--- src/rtl/pixel_fetcher.sv ---
// SRAM read side of the frame pipeline: maps (object, index) requests to word
// addresses, tracks reads across a fixed latency and queues RGB888 pixels.
package sram_pkg;
  localparam int MAP_H_WIDTH = 10;
  localparam int MAP_V_WIDTH = 9;
endpackage

package object_pkg;
  typedef enum logic [1:0] {
    OBJECT_MAP  = 2'd0,
    OBJECT_CAR1 = 2'd1,
    OBJECT_CAR2 = 2'd2,
    OBJECT_BAR  = 2'd3
  } ObjectID;
endpackage

module pixel_fetcher #(
  parameter int ADDR_WIDTH = 20,
  parameter int IDX_WIDTH  = sram_pkg::MAP_H_WIDTH + sram_pkg::MAP_V_WIDTH,
  parameter int RD_LAT     = 2,
  parameter int FIFO_DEPTH = 4,
  parameter logic [ADDR_WIDTH-1:0] MAP_BASE  = '0,
  parameter logic [ADDR_WIDTH-1:0] CAR1_BASE = ADDR_WIDTH'('h60000),
  parameter logic [ADDR_WIDTH-1:0] CAR2_BASE = ADDR_WIDTH'('h61000),
  parameter logic [ADDR_WIDTH-1:0] BAR_BASE  = ADDR_WIDTH'('h62000)
) (
  input  logic                  i_clk,
  input  logic                  i_rst_n,
  input  logic                  i_flush,
  input  logic                  i_req_valid,
  output logic                  o_req_ready,
  input  object_pkg::ObjectID   i_object_id,
  input  logic [IDX_WIDTH-1:0]  i_pixel_index,
  output logic [ADDR_WIDTH-1:0] o_sram_addr,
  output logic                  o_sram_rd_n,
  input  logic [15:0]           i_sram_rdata,
  output logic                  o_pix_valid,
  input  logic                  i_pix_ready,
  output logic [7:0]            o_pix_r,
  output logic [7:0]            o_pix_g,
  output logic [7:0]            o_pix_b,
  output object_pkg::ObjectID   o_pix_object,
  output logic                  o_addr_overflow
);
  import object_pkg::*;

  localparam int PTR_W = (FIFO_DEPTH > 1) ? $clog2(FIFO_DEPTH) : 1;
  localparam int CNT_W = $clog2(FIFO_DEPTH + 1);

  typedef struct packed {
    ObjectID    obj;
    logic [7:0] r;
    logic [7:0] g;
    logic [7:0] b;
  } pix_t;

  logic [ADDR_WIDTH-1:0] base;
  logic [ADDR_WIDTH:0]   sum;
  logic                  accept, push, pop;
  logic [CNT_W:0]        infl_cnt, credit_used;
  pix_t                  push_pix, head_pix;

  logic [ADDR_WIDTH-1:0] addr_q, addr_d;
  logic                  rd_n_q, rd_n_d;
  logic                  ovf_q, ovf_d;
  logic [RD_LAT-1:0]     infl_v_q, infl_v_d;
  logic [PTR_W-1:0]      wr_ptr_q, wr_ptr_d, rd_ptr_q, rd_ptr_d;
  logic [CNT_W-1:0]      count_q, count_d;
  ObjectID               infl_tag_q [RD_LAT];
  pix_t                  fifo_mem_q [FIFO_DEPTH];

  function automatic logic [PTR_W-1:0] next_ptr(input logic [PTR_W-1:0] p);
    return (p == PTR_W'(FIFO_DEPTH - 1)) ? '0 : p + PTR_W'(1);
  endfunction

  // NOTE: the default arm gives every id a value, so this stays purely combinational (no latch).
  always_comb begin
    case (i_object_id)
      OBJECT_CAR1: base = CAR1_BASE;
      OBJECT_CAR2: base = CAR2_BASE;
      OBJECT_BAR:  base = BAR_BASE;
      default:     base = MAP_BASE;
    endcase
  end

  assign sum = {1'b0, base} + {{(ADDR_WIDTH + 1 - IDX_WIDTH){1'b0}}, i_pixel_index};

  always_comb begin
    infl_cnt = '0;
    for (int i = 0; i < RD_LAT; i++) infl_cnt = infl_cnt + (CNT_W+1)'(infl_v_q[i]);
  end

  // Credits cover both queued and in-flight pixels, so a push never meets a full FIFO.
  assign credit_used = (CNT_W+1)'(count_q) + infl_cnt;
  assign o_req_ready = i_rst_n && !i_flush && (credit_used < (CNT_W+1)'(FIFO_DEPTH));
  assign accept      = i_req_valid && o_req_ready;
  assign o_pix_valid = (count_q != '0);
  assign push        = infl_v_q[RD_LAT-1] && !i_flush;
  assign pop         = o_pix_valid && i_pix_ready && !i_flush;

  always_comb begin
    push_pix.obj = infl_tag_q[RD_LAT-1];
    push_pix.r   = {i_sram_rdata[15:11], i_sram_rdata[15:13]};
    push_pix.g   = {i_sram_rdata[10:5],  i_sram_rdata[10:9]};
    push_pix.b   = {i_sram_rdata[4:0],   i_sram_rdata[4:2]};
  end

  always_comb begin
    addr_d   = accept ? sum[ADDR_WIDTH-1:0] : addr_q;
    rd_n_d   = !accept;
    ovf_d    = ovf_q | (accept & sum[ADDR_WIDTH]);
    infl_v_d = i_flush ? '0 : ((infl_v_q << 1) | RD_LAT'(accept));
    wr_ptr_d = wr_ptr_q;
    rd_ptr_d = rd_ptr_q;
    count_d  = count_q;
    if (i_flush) begin
      wr_ptr_d = '0;
      rd_ptr_d = '0;
      count_d  = '0;
    end else begin
      if (push) wr_ptr_d = next_ptr(wr_ptr_q);
      if (pop)  rd_ptr_d = next_ptr(rd_ptr_q);
      case ({push, pop})
        2'b10:   count_d = count_q + CNT_W'(1);
        2'b01:   count_d = count_q - CNT_W'(1);
        default: count_d = count_q;
      endcase
    end
  end

  // NOTE: sequential state uses <= so every register samples pre-edge values.
  always_ff @(posedge i_clk or negedge i_rst_n) begin
    if (!i_rst_n) begin
      addr_q   <= '0;
      rd_n_q   <= 1'b1;
      ovf_q    <= 1'b0;
      infl_v_q <= '0;
      wr_ptr_q <= '0;
      rd_ptr_q <= '0;
      count_q  <= '0;
    end else begin
      addr_q   <= addr_d;
      rd_n_q   <= rd_n_d;
      ovf_q    <= ovf_d;
      infl_v_q <= infl_v_d;
      wr_ptr_q <= wr_ptr_d;
      rd_ptr_q <= rd_ptr_d;
      count_q  <= count_d;
    end
  end

  // NOTE: storage is not reset; validity lives in the reset counters and the outputs are masked while empty.
  always_ff @(posedge i_clk) begin
    if (push) fifo_mem_q[wr_ptr_q] <= push_pix;
    infl_tag_q[0] <= i_object_id;
    for (int i = 1; i < RD_LAT; i++) infl_tag_q[i] <= infl_tag_q[i-1];
  end

  assign head_pix        = fifo_mem_q[rd_ptr_q];
  assign o_pix_r         = o_pix_valid ? head_pix.r : '0;
  assign o_pix_g         = o_pix_valid ? head_pix.g : '0;
  assign o_pix_b         = o_pix_valid ? head_pix.b : '0;
  assign o_pix_object    = o_pix_valid ? head_pix.obj : OBJECT_MAP;
  assign o_sram_addr     = addr_q;
  assign o_sram_rd_n     = rd_n_q;
  assign o_addr_overflow = ovf_q;

endmodule

--- config.mk ---
export PLATFORM = sky130hd
export DESIGN_NAME = pixel_fetcher
export DESIGN_NICKNAME = d
export VERILOG_FILES = /design/src/rtl/pixel_fetcher.sv
export SDC_FILE = /design/constraint.sdc
export NUM_CORES = 1
export LEC_CHECK = 0
export CORE_ASPECT_RATIO = 0.6
export CORE_MARGIN = 8
export CORE_UTILIZATION = 51
export DETAILED_ROUTE_END_ITERATION = 12
export GPL_TIMING_DRIVEN = 0
export PLACE_DENSITY = 0.8
export SLEW_MARGIN = 20
export SYNTH_ARGS = -nofsm -noshare
export SYNTH_HDL_FRONTEND = slang
export SYNTH_SLANG_ARGS = --single-unit
--- constraint.sdc ---
create_clock -name i_clk -period 2.1 [get_ports i_clk]
set_input_delay 0.42 -clock i_clk [delete_from_list [all_inputs] [get_ports i_clk]]
set_output_delay 0.42 -clock i_clk [all_outputs]
set_load 0.05 [all_outputs]
After elaboration in Yosys (flattened, before gate mapping)

Memory sizes are Yosys's and may differ from the RTL's.
Index checks and enable logic that the tools add are counted.

Register bits after elaboration: 31
RAM bits: 108
Input bits: 42
Output and inout bits: 50
Word-level logic and storage cells: 55
Memories: 2

$add $sub $neg: 7
Magnitude comparators: 1
Equal/unequal tests: 7
Mux-type cells: 16
Bitwise operators: 3
Reductions and logical operators: 12

Memories:

| name       | words | bits a word | read ports | clocked after Yosys merged registers in | write ports | line | RTL |
|---|---|---|---|---|---|---|---|
| fifo_mem_q | 4     | 26          | 1          | 0                                       | 1           | 70   | `pix_t fifo_mem_q [FIFO_DEPTH];` |
| infl_tag_q | 2     | 2           | 2          | 0                                       | 2           | 69   | `ObjectID infl_tag_q [RD_LAT];` |

Operators with widths:

| kind                                                                   | count |
|---|---|
| 19-bit one-hot mux with 3 select lines                                 | 1 |
| 8-bit 2-to-1 mux                                                       | 3 |
| 20-bit by 19-bit adder with 21-bit output                              | 1 |
| 2-bit 2-to-1 mux                                                       | 8 |
| 2-bit equality test (second input constant)                            | 5 |
| 1-bit logical AND                                                      | 6 |
| 3-bit one-hot mux with 2 select lines                                  | 1 |
| 3-bit nonzero test                                                     | 2 |
| 2-bit by 1-bit adder with 2-bit output (second input constant)         | 2 |
| 3-bit by 2-bit adder with 4-bit output                                 | 1 |
| 2-bit by 1-bit equality test with 1-bit output (second input constant) | 2 |
| 4-bit by 3-bit < comparator with 1-bit output (second input constant)  | 1 |
| 2-bit nonzero test                                                     | 2 |
| 3-bit by 1-bit adder with 3-bit output (second input constant)         | 1 |
| 3-bit 2-to-1 mux                                                       | 1 |
| 3-bit by 1-bit subtractor with 3-bit output (second input constant)    | 1 |
| 1-bit by 1-bit adder with 2-bit output                                 | 1 |
| 1-bit logical NOT                                                      | 2 |
| 1-bit 2-to-1 mux                                                       | 2 |
| 2-bit by 1-bit bitwise OR with 2-bit output                            | 1 |
| 1-bit bitwise AND                                                      | 1 |
| 1-bit bitwise OR                                                       | 1 |

Longest topological paths before layout

Depth in word-level cells: 7
Mapped depth: 7
Gate-level depth less buffers: 7

Least setup slack after synthesis

Ideal clock, no wire load.

Path type: register to output
Start: register rd_ptr_q[1]
End: output o_pix_b[5]
Arrival time: 2.023 ns
Data required time: 1.680 ns
Slack: -0.343 ns
Stages on the path, launching flop included: 6
Path buffers: 3
Cells stage by stage: dfrtp_1 buf_2 buf_2 mux4_2 nor2b_1 buf_4

Cells in the longest elaborated chain, start to end: 2

RTL lines:

| element                | line | RTL |
|---|---|---|
| start, declared        | 67   | `logic [PTR_W-1:0] wr_ptr_q, wr_ptr_d, rd_ptr_q, rd_ptr_d;` |
| start signal, assigned | 147  | `rd_ptr_q <= rd_ptr_d;` |
| memory 4 x 26 bit      | -    |  |
| 8-bit 2-to-1 mux       | 162  | `assign o_pix_b = o_pix_valid ? head_pix.b : '0;` |
| end, declared          | 41   | `output logic [7:0] o_pix_b,` |

Every way passes these cells.

Worst setup path in the final report

Start: register rd_ptr_q[0]
End: output o_pix_r[5]

Cells in the longest elaborated chain, start to end: 2

RTL lines:

| element           | line | RTL |
|---|---|---|
| memory 4 x 26 bit | -    |  |
| 8-bit 2-to-1 mux  | 160  | `assign o_pix_r = o_pix_valid ? head_pix.r : '0;` |
| end, declared     | 39   | `output logic [7:0] o_pix_r,` |

Every way passes these cells.

==> results.txt <==
----------------------------------------------------
[Outcome]
  Outcome ... finished with violations
  Violated checks ... setup timing

[Yosys]
  Post-synthesis sequential area ratio ... 67.75%
  Most used flip-flop cell after synthesis ... sky130_fd_sc_hd__edfxtp_1
  Mapped Nets ... 307
  Number of warnings printed during yosys synthesis ... 0
  Synthesized flop and latch total ... ~110
  Synthesized cell area ... ~4400 um^2
  Post-synth cell types ... 39
  Average size of a mapped cell ... 17.47 um^2
  Number of enable flip-flop cells after synthesis ... 72
  Post-synthesis cell count ... approximately 250
  Async set-reset flop share out of synthesis ... 28.30%

[Timing]
  Worst relative slew slack ... about two fifths
  Total negative slack ... -3.989 ns
  Final count of negative-setup-slack endpoints ... 26
  Unrepaired setup endpoints after global routing ... true
  Pins over their slew limit ... 0
  Worst hold-check slack ... between 0.03 and 0.04 ns
  Hold violation total from the final report ... 0
  Share of the clock period used by the worst path after layout ... 112.3%
  Actual transition at the worst max-transition pin ... 0.8792 ns
  Final setup skew ... around 0.0067 ns
  Setup WS post-layout ... -0.2591 ns
  Achievable frequency ... 0.4239 GHz
  Clock period minus worst slack ... 2.359 ns

[Die]
  Die width ... 136.2 um
  Standard cell core area ... approximately 8500 um^2
  Number of I/O pins ... 92
  Starting utilization of the core area ... 52.25%
  Std cell rows ... 26
  Die area ... 12000 um^2
  Chip height ... 88.11 um

[Setup path]
  Data arrival time at the worst-slack endpoint ... 1.94 ns
  Setup crit start kind ... flop
  Reg2Reg Setup Slack ... 0.11 ns
  Critical Setup Path Class ... flop to output pin
  Critical Path Start ... rd_ptr_q[0]
  Worst-case reg-to-reg path depth ... 7
  Biggest fanout along the worst timing path ... 5
  WP data required ... 1.68 ns
  CP Capture Type ... output pin
  Launch point of the worst reg-to-reg path ... count_q[0]
  End of the worst register-to-register path ... count_q[2]

[Routing]
  Total number of vias ... ~2500
  Sum of routed wire length over all layers ... around 9500 um
  Initial drt markers ... 226
  First-pass DRT Iterations ... 4
  Mean routed wirelength per cell ... 19.50 um
  Post-route DRC ... 0
  Antenna viol nets, final ... 0
  Detail-routed via count per cell ... 5.146

[Power]
  Peak supply drop ... 0.6940 mV
  Static Leakage ... 2.400 nW
  Final total power ... 7.344 mW
  Power density over the cells ... 1187 nW/um^2

[Layout]
  Fill cells ... 533
  Diodes inserted ... 0
  Core occupancy in the finished layout ... between 70 and 80%
  Non-filler cells in the finished layout ... 486
  Nets ... 423
  Fraction of layout instances using a drive strength above 1 ... 36.36%
  Layout overhead on the synthesized area ... 40.03%

[Clocking]
  TritonCTS clock tree ... done
  Clock latency reported for the late side of the worst-skew pair ... 0.35 ns
  H-tree depth ... 3
  CTS clock-pin slew for the worst setup and hold paths ... around 0.060 ns
  Sink Count ... between 100 and 150
  Library cell used as clock root buffer ... sky130_fd_sc_hd__clkbuf_16
  Number of CTS-inserted buffers ... 9
  Max Buffers Root-to-Sink ... 2

[Placed design]
  Total instance count after detailed placement ... 455
  Last weighted congestion value of the routability-driven placer ... 0.6816
  Port Buffers ... 90
  Sum of net half-perimeters after detailed placement ... 6171 um

[Global routing]
  Via count of the first global-routing pass ... 2700
  Total global routing overflow ... 0
  Global-route wire length before repair ... 14990 um
  Global-route total usage across every layer ... between 15 and 20%
  Largest net degree at the start of global routing ... 20
  Number of antenna violations at the first check in global routing ... 0

[Min path]
  Hold crit path type ... primary input to asynchronous set/reset pin

[Run]
  Maximum capacitance violations ... 0

----------------------------------------------------
-- area by class of cell --
cell class / instances / area (um^2) / area share (%)
Buffer: 17 / 180.2 / 2.911
Clock buffer: 16 / 282.8 / 4.569
Inverter: 5 / 18.77 / 0.3033
Multi-Input combinational cell: 124 / 1419 / 22.93
Sequential cell: 106 / 2998 / 48.44
Tap cell: 112 / 140.1 / 2.264
Timing Repair Buffer: 106 / 1150 / 18.58
-- synth_stat cells (all sizes together), types with 2 or more instances --
cell type	number	area, um^2
xor2	3	26.28
and3	2	12.51
nor2	7	26.28
clkbuf	2	7.510
mux2	15	202.7
nor2b	21	131.4
xnor2	3	26.28
fa	2	40.04
dfrtp	29	725.7
o21ai	7	35.03
a21oi	3	15.01
inv	5	18.77
nand2	7	26.28
dfxtp	4	80.08
mux4	18	405.4
mux2i	4	40.04
nor3	6	40.04
ha	10	125.1
buf	16	108.9
and2	6	37.54
edfxtp	72	2162
nor3b	2	20.02
-- flip-flops by register name, summed over array words and instances, names as in the netlist --
signal and cells:
o_sram_addr 20, wr_ptr_q 2, infl_tag_q 4, infl_v_q 2, o_sram_rd_n 1, fifo_mem_q 72, count_q 3, rd_ptr_q 2
-- critical path, cell delays in order (launching register included) --
cell                      delay (ns)
sky130_fd_sc_hd__dfrtp_2        0.42
sky130_fd_sc_hd__buf_12         0.13
sky130_fd_sc_hd__buf_12         0.12
sky130_fd_sc_hd__mux4_2         0.50
sky130_fd_sc_hd__nor2b_4        0.15
sky130_fd_sc_hd__buf_6          0.12
sky130_fd_sc_hd__buf_8          0.14
-- repair_timing --
| item | CTS | global route |
|---|---|---|
| pin swaps | 1 | 2 |
| gates cloned | 2 | 0 |
| buffers inserted | 5 | 8 |
| hold buffers | 2 | 0 |
| endpoints found under the setup margin | 102 | 29 |
| resized for setup | 239 | 30 |
| endpoints found under the hold margin | 10 | 0 |
-- metal layers --
layer	part of all wire [%]	vias up	track usage, %
li1	-	1164	-
met3	6.0	6	6.758
met1	43	1267	21.49
met5	0	-	0
met2	50	64	27.16
met4	0.31	0	3.865
-- where the power goes --
| part | switching [mW] | internal, mW | total (mW) |
|---|---|---|---|
| combinational | 1.86 | 1.39 | 3.25 |
| clock | 0.678 | 0.911 | 1.59 |
| sequential | 0.115 | 2.39 | 2.51 |
| total | 2.65 | 4.69 | 7.34 |
-- worst max-delay path by stage --
| stage | cells past startpoint | endpoint |
|---|---|---|
| finish | 6 | o_pix_r[5] |
| global route | 6 | o_pix_r[7] |
| CTS | 6 | o_pix_r[6] |
| detailed placement | 5 | o_pix_b[6] |
| global placement | 4 | o_req_ready |
| floorplan | 5 | o_pix_b[5] |
-- placed cells by master, fill, tap and decap left out, drive strengths merged, types with 10 or more instances in the layout --
| master | netlist | final |
|---|---|---|
| edfxtp | 72 | 72 |
| dfrtp | 29 | 29 |
| buf | 16 | 58 |
| mux4 | 18 | 18 |
| clkbuf | 2 | 18 |
| ha | 10 | 10 |
| nor2b | 21 | 21 |
| mux2 | 15 | 15 |
| clkdlybuf4s50 | 0 | 59 |
-- metrics by stage --
stage / cell area, um^2 / worst slack [ns]
finish: 6188 / -0.2591
global route: 6188 / -0.3104
CTS: 6063 / -0.2763
detailed placement: 5487 / -0.9448
global placement: 5492 / -1.622
floorplan: 4451 / -0.03867
-- logic make-up (layout without fill, tap and decap cells) --
logic type | Yosys count | after routing | share of synthesized area [%]
AOI/OAI and AO/OA | 15 | 15 | 2.576
buffers and inverters | 23 | 144 | 3.058
DFF | 106 | 106 | 67.75
muxes | 37 | 37 | 14.67
xor gates and xnor gates | 6 | 6 | 1.189
other | 1 | 1 | 0.08486
adders and majority gates | 12 | 12 | 3.737
and+or+nand+nor | 53 | 53 | 6.937
(Power assumes the default switching activity.)
